<file path="config.mk">
export PLATFORM = sky130hd
export DESIGN_NAME = otter_crypto_unit
export DESIGN_NICKNAME = d
export VERILOG_FILES = /design/src/rtl/otter_crypto_pkg.sv /design/src/rtl/otter_crypto_round.sv /design/src/rtl/otter_crypto_unit.sv
export SDC_FILE = /design/constraint.sdc
export NUM_CORES = 1
export LEC_CHECK = 0
export BUFFER_PORTS_ARGS = -buffer_cell sky130_fd_sc_hd__buf_2
export CELL_PAD_IN_SITES_DETAIL_PLACEMENT = 1
export CELL_PAD_IN_SITES_GLOBAL_PLACEMENT = 2
export CORE_MARGIN = 10
export CORE_UTILIZATION = 39
export CTS_CLUSTER_DIAMETER = 80
export DETAILED_ROUTE_END_ITERATION = 8
export HOLD_SLACK_MARGIN = 0.06
export PLACE_DENSITY = 0.94
export SLEW_MARGIN = 20
export SYNTH_ARGS = -nofsm -noshare
export SYNTH_HDL_FRONTEND = slang
export SYNTH_SLANG_ARGS = --single-unit
</file>
<file path="constraint.sdc">
create_clock -name CRY_CLK -period 16.4 [get_ports CRY_CLK]
set_clock_uncertainty 0.2 [all_clocks]
set_input_delay 2.46 -clock CRY_CLK [delete_from_list [all_inputs] [get_ports CRY_CLK]]
set_output_delay 2.46 -clock CRY_CLK [all_outputs]
set_load 0.05 [all_outputs]
</file>
<file path="src/rtl/otter_crypto_pkg.sv">
// Shared definitions for the OTTER ENCRY crypto unit.
//  - cry_state_t and its two FSM state constants (IDLE, RUN)
//  - RC round-constant table and the default rotate amount
//  - rotl32 / rotr32 rotate helpers and the round_key schedule function
package otter_crypto_pkg;

  typedef logic [0:0] cry_state_t;
  localparam cry_state_t IDLE = 1'b0;
  localparam cry_state_t RUN  = 1'b1;

  localparam int NROUND      = 4;
  localparam int ROT_DEFAULT = 7;

  localparam logic [7:0] RC [NROUND] = '{8'h1B, 8'h36, 8'h6C, 8'hD8};

  // A shift by 32 yields zero, so an amount of 0 returns v unchanged.
  function automatic logic [31:0] rotl32(input logic [31:0] v, input logic [4:0] s);
    return (v << s) | (v >> (6'd32 - {1'b0, s}));
  endfunction

  function automatic logic [31:0] rotr32(input logic [31:0] v, input logic [4:0] s);
    return (v >> s) | (v << (6'd32 - {1'b0, s}));
  endfunction

  // k[r] = ROTL(key, 8r) ^ RC[r]
  function automatic logic [31:0] round_key(input logic [31:0] key, input logic [1:0] r);
    return rotl32(key, {r, 3'b000}) ^ {24'h0, RC[r]};
  endfunction

endpackage

</file>
<file path="src/rtl/otter_crypto_round.sv">
// One combinational cipher round.
//  x    in   32  round input
//  k    in   32  round key (already scheduled)
//  mode in   1   0 = encrypt, 1 = decrypt
//  y    out  32  round output
//  Encrypt: y = ROTL(x ^ k, ROT) + k
//  Decrypt: y = ROTR(x - k, ROT) ^ k   (exact inverse of the encrypt round)
module otter_crypto_round
  import otter_crypto_pkg::*;
#(
  parameter int ROT = ROT_DEFAULT
) (
  input  logic [31:0] x,
  input  logic [31:0] k,
  input  logic        mode,
  output logic [31:0] y
);

  localparam logic [4:0] SH = 5'(ROT);

  always_comb begin
    if (!mode) begin
      y = rotl32(x ^ k, SH) + k;
    end else begin
      y = rotr32(x - k, SH) ^ k;
    end
  end

endmodule

</file>
<file path="src/rtl/otter_crypto_unit.sv">
// Multi-cycle 32-bit block cipher for the OTTER ENCRY opcode.
// Runs 4 rounds inside the CU's 4-cycle EXECUTE window; round 0 is done in
// the START cycle, rounds 1..2 are registered, round 3 is presented
// combinationally with DONE in the 4th cycle.
//  CRY_CLK      in   1   clock
//  CRY_RESET_N  in   1   asynchronous active-low reset
//  CRY_START    in   1   start pulse (first ENCRY EXECUTE cycle)
//  CRY_FLUSH    in   1   synchronous abort, highest priority
//  CRY_FUNC3    in   3   bit0 selects encrypt(0)/decrypt(1); others ignored
//  CRY_DATA     in   32  plaintext/ciphertext, sampled with START
//  CRY_KEY      in   32  key, sampled with START
//  CRY_RESULT   out  32  final round output while DONE, else last result
//  CRY_DONE     out  1   final-round cycle
//  CRY_BUSY     out  1   state == RUN
//  CRY_ROUND    out  2   current round index (tracks CU crypto_count)
//  CRY_OVERRUN  out  1   START seen while BUSY (that START is dropped)
module otter_crypto_unit
  import otter_crypto_pkg::*;
#(
  parameter int ROT = ROT_DEFAULT
) (
  input  logic        CRY_CLK,
  input  logic        CRY_RESET_N,
  input  logic        CRY_START,
  input  logic        CRY_FLUSH,
  input  logic [2:0]  CRY_FUNC3,
  input  logic [31:0] CRY_DATA,
  input  logic [31:0] CRY_KEY,
  output logic [31:0] CRY_RESULT,
  output logic        CRY_DONE,
  output logic        CRY_BUSY,
  output logic [1:0]  CRY_ROUND,
  output logic        CRY_OVERRUN
);

  cry_state_t  state_q;
  logic [1:0]  round_q;
  logic [31:0] x_q;
  logic [31:0] key_q;
  logic        mode_q;
  logic [31:0] last_q;

  logic        run;
  logic [31:0] rnd_x;
  logic [31:0] rnd_key;
  logic        rnd_mode;
  logic [1:0]  key_idx;
  logic [31:0] rnd_k;
  logic [31:0] rnd_y;
  logic        func3_unused;

  assign func3_unused = ^CRY_FUNC3[2:1];
  assign run = (state_q == RUN);

  // Single round datapath: IDLE feeds it straight from the operand ports so
  // round 0 completes in the START cycle; RUN feeds it from the registers.
  always_comb begin
    if (run) begin
      rnd_x    = x_q;
      rnd_key  = key_q;
      rnd_mode = mode_q;
    end else begin
      rnd_x    = CRY_DATA;
      rnd_key  = CRY_KEY;
      rnd_mode = CRY_FUNC3[0];
    end
    // Decrypt walks the key schedule backwards.
    key_idx = rnd_mode ? (2'd3 - round_q) : round_q;
    rnd_k   = round_key(rnd_key, key_idx);
  end

  otter_crypto_round #(
    .ROT (ROT)
  ) u_round (
    .x    (rnd_x),
    .k    (rnd_k),
    .mode (rnd_mode),
    .y    (rnd_y)
  );

  always_ff @(posedge CRY_CLK or negedge CRY_RESET_N) begin
    if (!CRY_RESET_N) begin
      state_q <= IDLE;
      round_q <= 2'd0;
      x_q     <= 32'd0;
      key_q   <= 32'd0;
      mode_q  <= 1'b0;
      last_q  <= 32'd0;
    end else if (CRY_FLUSH) begin
      // Abort discards the in-flight op but keeps the last good result.
      state_q <= IDLE;
      round_q <= 2'd0;
    end else if (!run) begin
      if (CRY_START) begin
        x_q     <= rnd_y;
        key_q   <= CRY_KEY;
        mode_q  <= CRY_FUNC3[0];
        round_q <= 2'd1;
        state_q <= RUN;
      end
    end else if (round_q == 2'd3) begin
      last_q  <= rnd_y;
      round_q <= 2'd0;
      state_q <= IDLE;
    end else begin
      x_q     <= rnd_y;
      round_q <= round_q + 2'd1;
    end
  end

  assign CRY_DONE    = run && (round_q == 2'd3) && !CRY_FLUSH;
  assign CRY_RESULT  = CRY_DONE ? rnd_y : last_q;
  assign CRY_BUSY    = run;
  assign CRY_ROUND   = round_q;
  assign CRY_OVERRUN = CRY_START && run && !CRY_FLUSH;

endmodule
</file>
==> results of run 1 <==
-- worst min-delay path by stage --
stage	start	slack [ps]	endpoint	cells after the start
global placement	last_q[12]	250	last_q[12]	2
global route	last_q[11]	300	last_q[11]	2
finish	last_q[6]	270	last_q[6]	2
detailed placement	last_q[7]	260	last_q[7]	2
floorplan	last_q[0]	240	last_q[0]	2
CTS	last_q[6]	280	last_q[6]	2
-- cell type report --
class,instances,area share
clock buffers,9,0.0205
clock inverters,7,0.00958
inverters,75,0.0257
multi-input cells,974,0.620
flip-flops and latches,100,0.228
well taps,324,0.0369
repair buffers,121,0.0588
-- worst max-delay path: stages --
cell	delay (ps)
buf_2	140
mux2_4	480
nor2_1	250
nand2b_1	780
nor2_1	410
nand2_1	130
o21ai_0	90
a21oi_1	590
inv_1	110
ha_1	320
inv_1	80
ha_1	440
o21a_1	170
o21ai_0	80
a21oi_1	240
and2_1	170
o2111ai_1	100
a211oi_1	480
o21a_1	280
o21ai_1	130
a2111oi_0	420
o21bai_1	200
xnor2_1	200
o221ai_1	300
buf_2	330
-- cells in the final DEF (no fill, tap or decap), types with 7 or more instances in the layout --
cell type  instances
nand3_1           12
nand4_1            9
a21o_1            27
nand2b_1           8
and3_1            10
o21ai_1           30
nand2_1          106
nor3_1            23
a31oi_1           13
o21ai_0          107
mux2_2            82
inv_1             74
clkbuf_16          9
xor2_1            14
buf_2            105
ha_1              60
o21bai_1          11
or3_1             10
a22oi_1            8
a21oi_1           91
o22ai_1            7
dfrtp_1           99
o211ai_1           8
a221oi_1          11
a211oi_1          11
mux2i_1           39
nor2b_1           11
xnor2_1           72
buf_4             15
nor2_1           101
-- registers in the layout, indices dropped and copies added, names as in the netlist --
| signal | cells |
|---|---|
| last_q | 32 |
| CRY_ROUND | 2 |
| mode_q | 1 |
| key_q | 32 |
| CRY_BUSY | 1 |
| x_q | 32 |
-- stage by stage --
stage                     area, um^2   util  std cells  hold slack (ps)  total power (uW)
after floorplan                 9780      -       1206              239              1500
after global placement         10600  0.435       1592              250              1910
after detailed placement       10600  0.435       1593              261              1950
after CTS                      11000  0.448       1609              279              2210
after global routing           11000  0.449       1610              302              2400
final                          11000  0.449       1610              275              2220
-- routing by layer --
layer	vias up	track usage	routed length (um)
met3	51	0.0378	2130
met2	270	0.352	16100
met1	4617	0.290	15800
met4	0	0.0661	951
li1	4500	-	-
met5	-	0	0
-- power groups by stage --
stage / combinational, uW / clock, uW / sequential (uW)
final: 1610 / 249 / 361
after global routing: 1770 / 265 / 370
after CTS: 1600 / 253 / 361
after detailed placement: 1580 / 0 / 367
after global placement: 1550 / 0 / 361
after floorplan: 1150 / 0 / 348
-- kinds of logic after synthesis --
| family | Yosys count | synth area share |
|---|---|---|
| AO/OA/AOI/OAI | 384 | 0.246 |
| XOR/XNOR | 89 | 0.0812 |
| adder cells (fa/ha/maj) | 64 | 0.0830 |
| buffers and inverters | 132 | 0.0512 |
| flip-flops | 100 | 0.256 |
| multiplexers | 124 | 0.138 |
| AND/OR/NAND/NOR | 313 | 0.145 |
==> out/metrics.sh, run 1 <==
RUN_STATUS='complete, no violations'
YOSYS.AREA.TOP_TYPE='dfrtp_1'
ENDPOINT='CRY_RESULT[31]'
POSTSYNTH.ASYNCRESETSHARE=1.00
SWSHARE=0.529
R2R_SETUP_SLACK_PS=8560
ANTENNA_VIOLATING_NETS_POST_ROUTE=0
LAYOUT_NETS=1414
WORST_FLOP_TO_FLOP_PATH_ENDPOINT='x_q[30]'
GRT_UTIL_ALL_LAYERS=0.218
CRIT_PATH_MAX_FANOUT=35
TRITONCTS='built'
TIMING_WORST_SETUP_PATH_TYPE='primary input to output pin'
DIE_Y_UM=178
CLKLATENCYLATEPIN_PS=370
TIGHTEST_SLEW_PS=1240
SYN-MEAN-INSTANCE-AREA_UM2=8.11
POSTLAYOUTSETUPSLACKWORST_PS=4340
PATH_CLK_SLEW_PS=70
LEAKAGEPOWER_uW=0.00502
WORST_IR_DROP_VDD_mV=0.0672
GPL_CONGESTION=0.938
DRTITER0DRC=802
START_UTIL=0.400
POWER.INTERNAL_uW=1050
POST_CTS.REPAIR.SETUP_BUFFERS=0
SYNTH_NETS=1339
COMMONEST_CELLS_IN_THE_SYNTHESIZED_NETLIST='o21ai_0 (107), nand2_1 (106), nor2_1 (101), dfrtp_1 (100), a21oi_1 (91)'
TIMING.CRITICAL_PATH.FROM_TYPE='primary input'
CTSRESIZECOUNT=0
NUMBER_OF_ANTENNA_VIOLATIONS_AT_THE_FIRST_CHECK_IN_GLOBAL_ROUTING=0
CLK_ROOT_BUFFER_CELL='clkbuf_16'
IO_PINS=108
DETAIL_ROUTE.WL_PER_CELL_UM=21.7
TIMING.RR.START='CRY_BUSY'
NUM_VIAS=9438
MAX_SLEW_MARGIN=0.174
R2R_CELLS=20
N_ANTENNA_CELL=0
VIASPERCELL=5.86
TIMING.FINAL.HOLD_VIOLATIONS=0
END_KIND='output pin'
P_CLK_FRAC=0.112
WORSTPATHREQUIRED_PS=13740
SEQ_POWER_SHARE=0.162
GRT_FIRST_PASS_WIRELENGTH_UM=54200
P_SW_uW=1180
AREA_USED_BY_MULTI_INPUT_COMBINATIONAL_LOGIC_UM2=6810
GRT_START_MAX_NET_PINS=83
DRT-TOTAL-WL_UM=35000
SYN2LAYOUT_AREA_GROWTH_PCT=12.2
RSZ_0062_RAISED_AFTER_GLOBAL_ROUTING='no'
TIMING.FMAX_GHz=0.0829
VIA_COUNT_OF_THE_FIRST_GLOBAL_ROUTING_PASS=9346
YS.FLOP_TYPE='dfrtp_1'
SYNTH.YOSYS.WARNINGS=0
CELLPOWERDENSITY_nW_PER_UM2=203
CRITICAL_PATH_ARRIVAL_PS=9400
OVERFLOW=0
DIEAREA_UM2=31800
HOLD_PATH_CLASS='flop to flop'
CTS.HTREE.LEVELS=3
SYNTHDISTINCTLIBCELLS=79
FINAL_MIN_PERIOD_OVER_CLOCK_PERIOD=0.736
DRT_FIRST_PASS_ITERS=5
EDFF_COUNT_SYNTH=0
FF_LATCH_AREA_UM2=2510
SYNTHCELLS=1206
BUFFER_PORTS.INSERTED=105
ROW_COUNT=57
FINAL_LAYOUT_SIZE_SUFFIX_GT1_FRAC=0.184
N_FILL_CELL=3022
NUMCTSBUFFERS=9
TOP_AREA_CELLS_IN_THE_SYNTHESIZED_NETLIST='dfrtp_1 (26%), mux2_2 (9.4%), ha_1 (7.7%)'
LAYOUT_MIN_CYCLE_TIME_PS=12060
SYNTH.CELL_AREA_UM2=9780
STARTPOINT='CRY_FUNC3[0]'
SYNTH_SEQUENTIAL_AREA_RATIO=0.256
DIE_W_UM=178
SYNTH_TOP_CELL_AREA_SHARE=0.256
YOSYS.CELL_COUNT.TOP_TYPE='o21ai_0'
DRC_ERRORS_LEFT=0
POWER_SHARE_OF_THE_COMBINATIONAL_GROUP=0.726
SETUP-VIOLATIONS-FINAL=0
CTS.PATH.MAX_BUFFERS=2
PLACE_WS_PS=4400
POST_CTS_HOLD_BUFFER_COUNT=0
SETUP_TOTAL_NEGATIVE_SLACK_PS=0
NUMBER_OF_STORAGE_ELEMENTS_IN_THE_SYNTHESIS_NETLIST=100
DETAILED_PLACEMENT_WIRELENGTH_ESTIMATE_UM=27800
MAX_CAP_VIOL_COUNT=0
FINAL-MAX-SLEW-VIOLATION-COUNT=0
NUMBER_OF_CLOCK_SINKS_SEEN_BY_CTS=100
FP.COREAREA_UM2=24500
(Power assumes the default switching activity.)
==> inputs of run 2 (changes only) <==
--- a/config.mk
+++ b/config.mk
@@ -9,11 +9,11 @@
 export CELL_PAD_IN_SITES_DETAIL_PLACEMENT = 1
 export CELL_PAD_IN_SITES_GLOBAL_PLACEMENT = 2
 export CORE_MARGIN = 10
-export CORE_UTILIZATION = 39
+export CORE_UTILIZATION = 33
 export CTS_CLUSTER_DIAMETER = 80
 export DETAILED_ROUTE_END_ITERATION = 8
 export HOLD_SLACK_MARGIN = 0.06
-export PLACE_DENSITY = 0.94
+export PLACE_DENSITY = 0.86
 export SLEW_MARGIN = 20
 export SYNTH_ARGS = -nofsm -noshare
 export SYNTH_HDL_FRONTEND = slang
==> constraint.sdc (replaced) <==
create_clock -name CRY_CLK -period 10.4 [get_ports CRY_CLK]
set_clock_uncertainty 0.2 [all_clocks]
set_input_delay 1.56 -clock CRY_CLK [delete_from_list [all_inputs] [get_ports CRY_CLK]]
set_output_delay 1.56 -clock CRY_CLK [all_outputs]
set_load 0.05 [all_outputs]
==> out/metrics.sh, run 2 (synthesis results as in run 1) <==
NUMBER_OF_ANTENNA_VIOLATIONS_AT_THE_FIRST_CHECK_IN_GLOBAL_ROUTING=0  # unchanged
FINAL-MAX-SLEW-VIOLATION-COUNT=0  # unchanged
END_KIND='output pin'
DETAIL_ROUTE.WL_PER_CELL_UM=21.4  # -1.3%
FINAL_CELL_AREA_UM2=11200  # +2.4%
LEAKAGEPOWER_uW=0.00514  # +2.4%
TIMING.RR.START='CRY_BUSY'
FP.COREAREA_UM2=28900  # +18%
PLACEDCELLCOUNT=1680  # +5.5%
CRIT_PATH_MAX_FANOUT=35  # unchanged
CLK_ROOT_BUFFER_CELL='clkbuf_16'
WORST_IR_DROP_VDD_mV=0.122  # +82%
RSZ_0062_RAISED_AFTER_GLOBAL_ROUTING='no'
TIMING.FINAL.HOLD_VIOLATIONS=0  # unchanged
GRT_START_MAX_NET_PINS=79  # -4.8%
NUMBER_OF_CLOCK_SINKS_SEEN_BY_CTS=100  # unchanged
SLOWEST_DELAY_PS=580  # -200 ps
DIE_W_UM=192  # +7.7%
MAX_CAP_VIOL_COUNT=0  # unchanged
IO_PINS=108  # unchanged
POST_CTS.REPAIR.SETUP_BUFFERS=0  # unchanged
TIMING_WORST_SETUP_PATH_TYPE='primary input to output pin'
LAYOUT_MIN_CYCLE_TIME_PS=9760
TIGHTEST_SLEW_PS=902  # -337 ps
SETUP-VIOLATIONS-FINAL=0  # unchanged
SETUP_TOTAL_NEGATIVE_SLACK_PS=0  # unchanged
VIA_COUNT_OF_THE_FIRST_GLOBAL_ROUTING_PASS=9608  # +2.8%
SYN2LAYOUT_AREA_GROWTH_PCT=14.9
N_ANTENNA_CELL=0  # unchanged
GRT_UTIL_ALL_LAYERS=0.196  # -0.0222
NUM_VIAS=9499  # +0.65%
VIASPERCELL=5.60  # -4.5%
WORSTPATHCELLLIST='buf_2 > mux2_4 > nand2_1 > nor2b_2 > nor2_1 > a21boi_0 > o21ai_0 > inv_1 > ha_1 > inv_1 > ha_1 > o21ai_0 > a21oi_1 > and2_1 > o2111ai_1 > a211oi_1 > o21a_1 > o21ai_1 > a2111oi_0 > o21bai_1 > xnor2_1 > o221ai_1 > buf_2'
TOTAL_POWER_uW=3580  # +61%
DRT_FIRST_PASS_ITERS=4  # -1
CTS.PATH.MAX_BUFFERS=2  # unchanged
STARTPOINT='CRY_FUNC3[0]'
POST_CTS_HOLD_BUFFER_COUNT=0  # unchanged
R2R_CELLS=21  # +5.0%
FINAL_LAYOUT_SIZE_SUFFIX_GT1_FRAC=0.200  # +0.0162
DIE_Y_UM=192  # +7.7%
CRITICAL_PATH_ARRIVAL_PS=8000  # -1400 ps
BUFFER_PORTS.INSERTED=105  # unchanged
DIEAREA_UM2=36900  # +16%
PLACE_WS_PS=696  # -3700 ps
COUNT_OF_NON_FILLER_CELLS_IN_THE_FINISHED_LAYOUT=1696  # +5.3%
HOLD_PATH_CLASS='flop to flop'
ENDPOINT='CRY_RESULT[31]'
CRITPATHSLOWESTCELL='o21ai_0'
WORSTPATHREQUIRED_PS=8640  # -5100 ps
TIMING.CRITICAL_PATH.FROM_TYPE='primary input'
LAYOUT.CELLS.MOST_COMMON_LIST='o21ai_0 (107), nand2_1 (106), buf_2 (104), nor2_1 (101), dfrtp_1 (99)'
DRT-TOTAL-WL_UM=36300  # +4.0%
CTS.HTREE.LEVELS=3  # unchanged
PLACEDINSTANCEAREA_UM2=10900  # +2.6%
R2R_SETUP_SLACK_PS=3370  # -5190 ps
TRITONCTS='built'
MAX_SLEW_MARGIN=0.399  # +0.225
GRT_FIRST_PASS_WIRELENGTH_UM=56700  # +4.6%
DETAILED_PLACEMENT_WIRELENGTH_ESTIMATE_UM=29400  # +5.8%
GPL_CONGESTION=0.947  # +0.94%
DRC_ERRORS_LEFT=0  # unchanged
LAYOUT_NETS=1440  # +1.8%
ROW_COUNT=62  # +8.8%
DRTITER0DRC=580  # -28%
RUN_STATUS='complete, no violations'
FINAL_MIN_PERIOD_OVER_CLOCK_PERIOD=0.939
TIMING.FMAX_GHz=0.102
REG_TOP3='key_q: 32 flops, last_q: 32 flops, x_q: 32 flops'
ANTENNA_VIOLATING_NETS_POST_ROUTE=0  # unchanged
MOSTFREQUENTLAYOUTCELL='o21ai_0'
NUMCTSBUFFERS=9  # unchanged
CLKLATENCYLATEPIN_PS=380  # about the same
PATH_CLK_SLEW_PS=80  # about the same
CTSRESIZECOUNT=0  # unchanged
OVERFLOW=0  # unchanged
WORST_FLOP_TO_FLOP_PATH_ENDPOINT='x_q[26]'
CELLPOWERDENSITY_nW_PER_UM2=318  # +57%
START_UTIL=0.338  # -0.0618
POSTLAYOUTSETUPSLACKWORST_PS=638  # -3700 ps
-- run 2: cell count changes in the layout (fill, tap and decap cells not counted) --
cell / delta
buf_4: +28
buf_2: -1
bufinv_16: -1
clkbuf_4: -1
clkinv_8: +1
inv_6: -1
inv_8: +1
-- run 2: how the worst min path moves through the flow --
stage | start | end | cells after the start
after global placement | last_q[12] | last_q[12] | 2
after CTS | last_q[10] | last_q[10] | 2
final | last_q[4] | last_q[4] | 2
after global routing | x_q[21] | x_q[21] | 2
after floorplan | last_q[0] | last_q[0] | 2
after detailed placement | last_q[10] | last_q[10] | 2
-- run 2: cell type report --
type	instances	area (um^2)
clock inverter	7	93.8
timing repair buffer	147	843
multi-input combinational	974	6810
clock buffer	9	225
fill	3539	17700
sequential	100	2510
tap	384	480
inverter	75	282
-- run 2: worst max-delay path: cells and delay by family --
kind	cells	cell delay, ps
and+or+nand+nor	4	1240
xor gates and xnor gates	1	190
AOI/OAI and AO/OA	11	3030
muxes	1	500
adders and majority gates	2	730
buffers and inverters	4	720
-- run 2: per-stage QoR --
step,util,hold slack [ps]
after floorplan,-,239
after global placement,0.377,251
after detailed placement,0.377,260
after CTS,0.388,278
after global routing,0.388,299
final,0.388,273
-- run 2: metal layers --
| layer | vias up | global-route usage | part of all wire |
|---|---|---|---|
| li1 | 4556 | - | - |
| met3 | 32 | 0.0241 | 0.043 |
| met4 | 0 | 0.0462 | 0.017 |
| met1 | 4718 | 0.269 | 0.48 |
| met2 | 193 | 0.318 | 0.46 |
| met5 | - | 0 | 0 |
-- run 2: where the power goes --
group | switching (uW) | internal, uW | leakage [uW]
Clock | 184 | 194 | 0.000153
Sequential | 59.8 | 502 | 0.00126
Combinational | 1640 | 997 | 0.00373
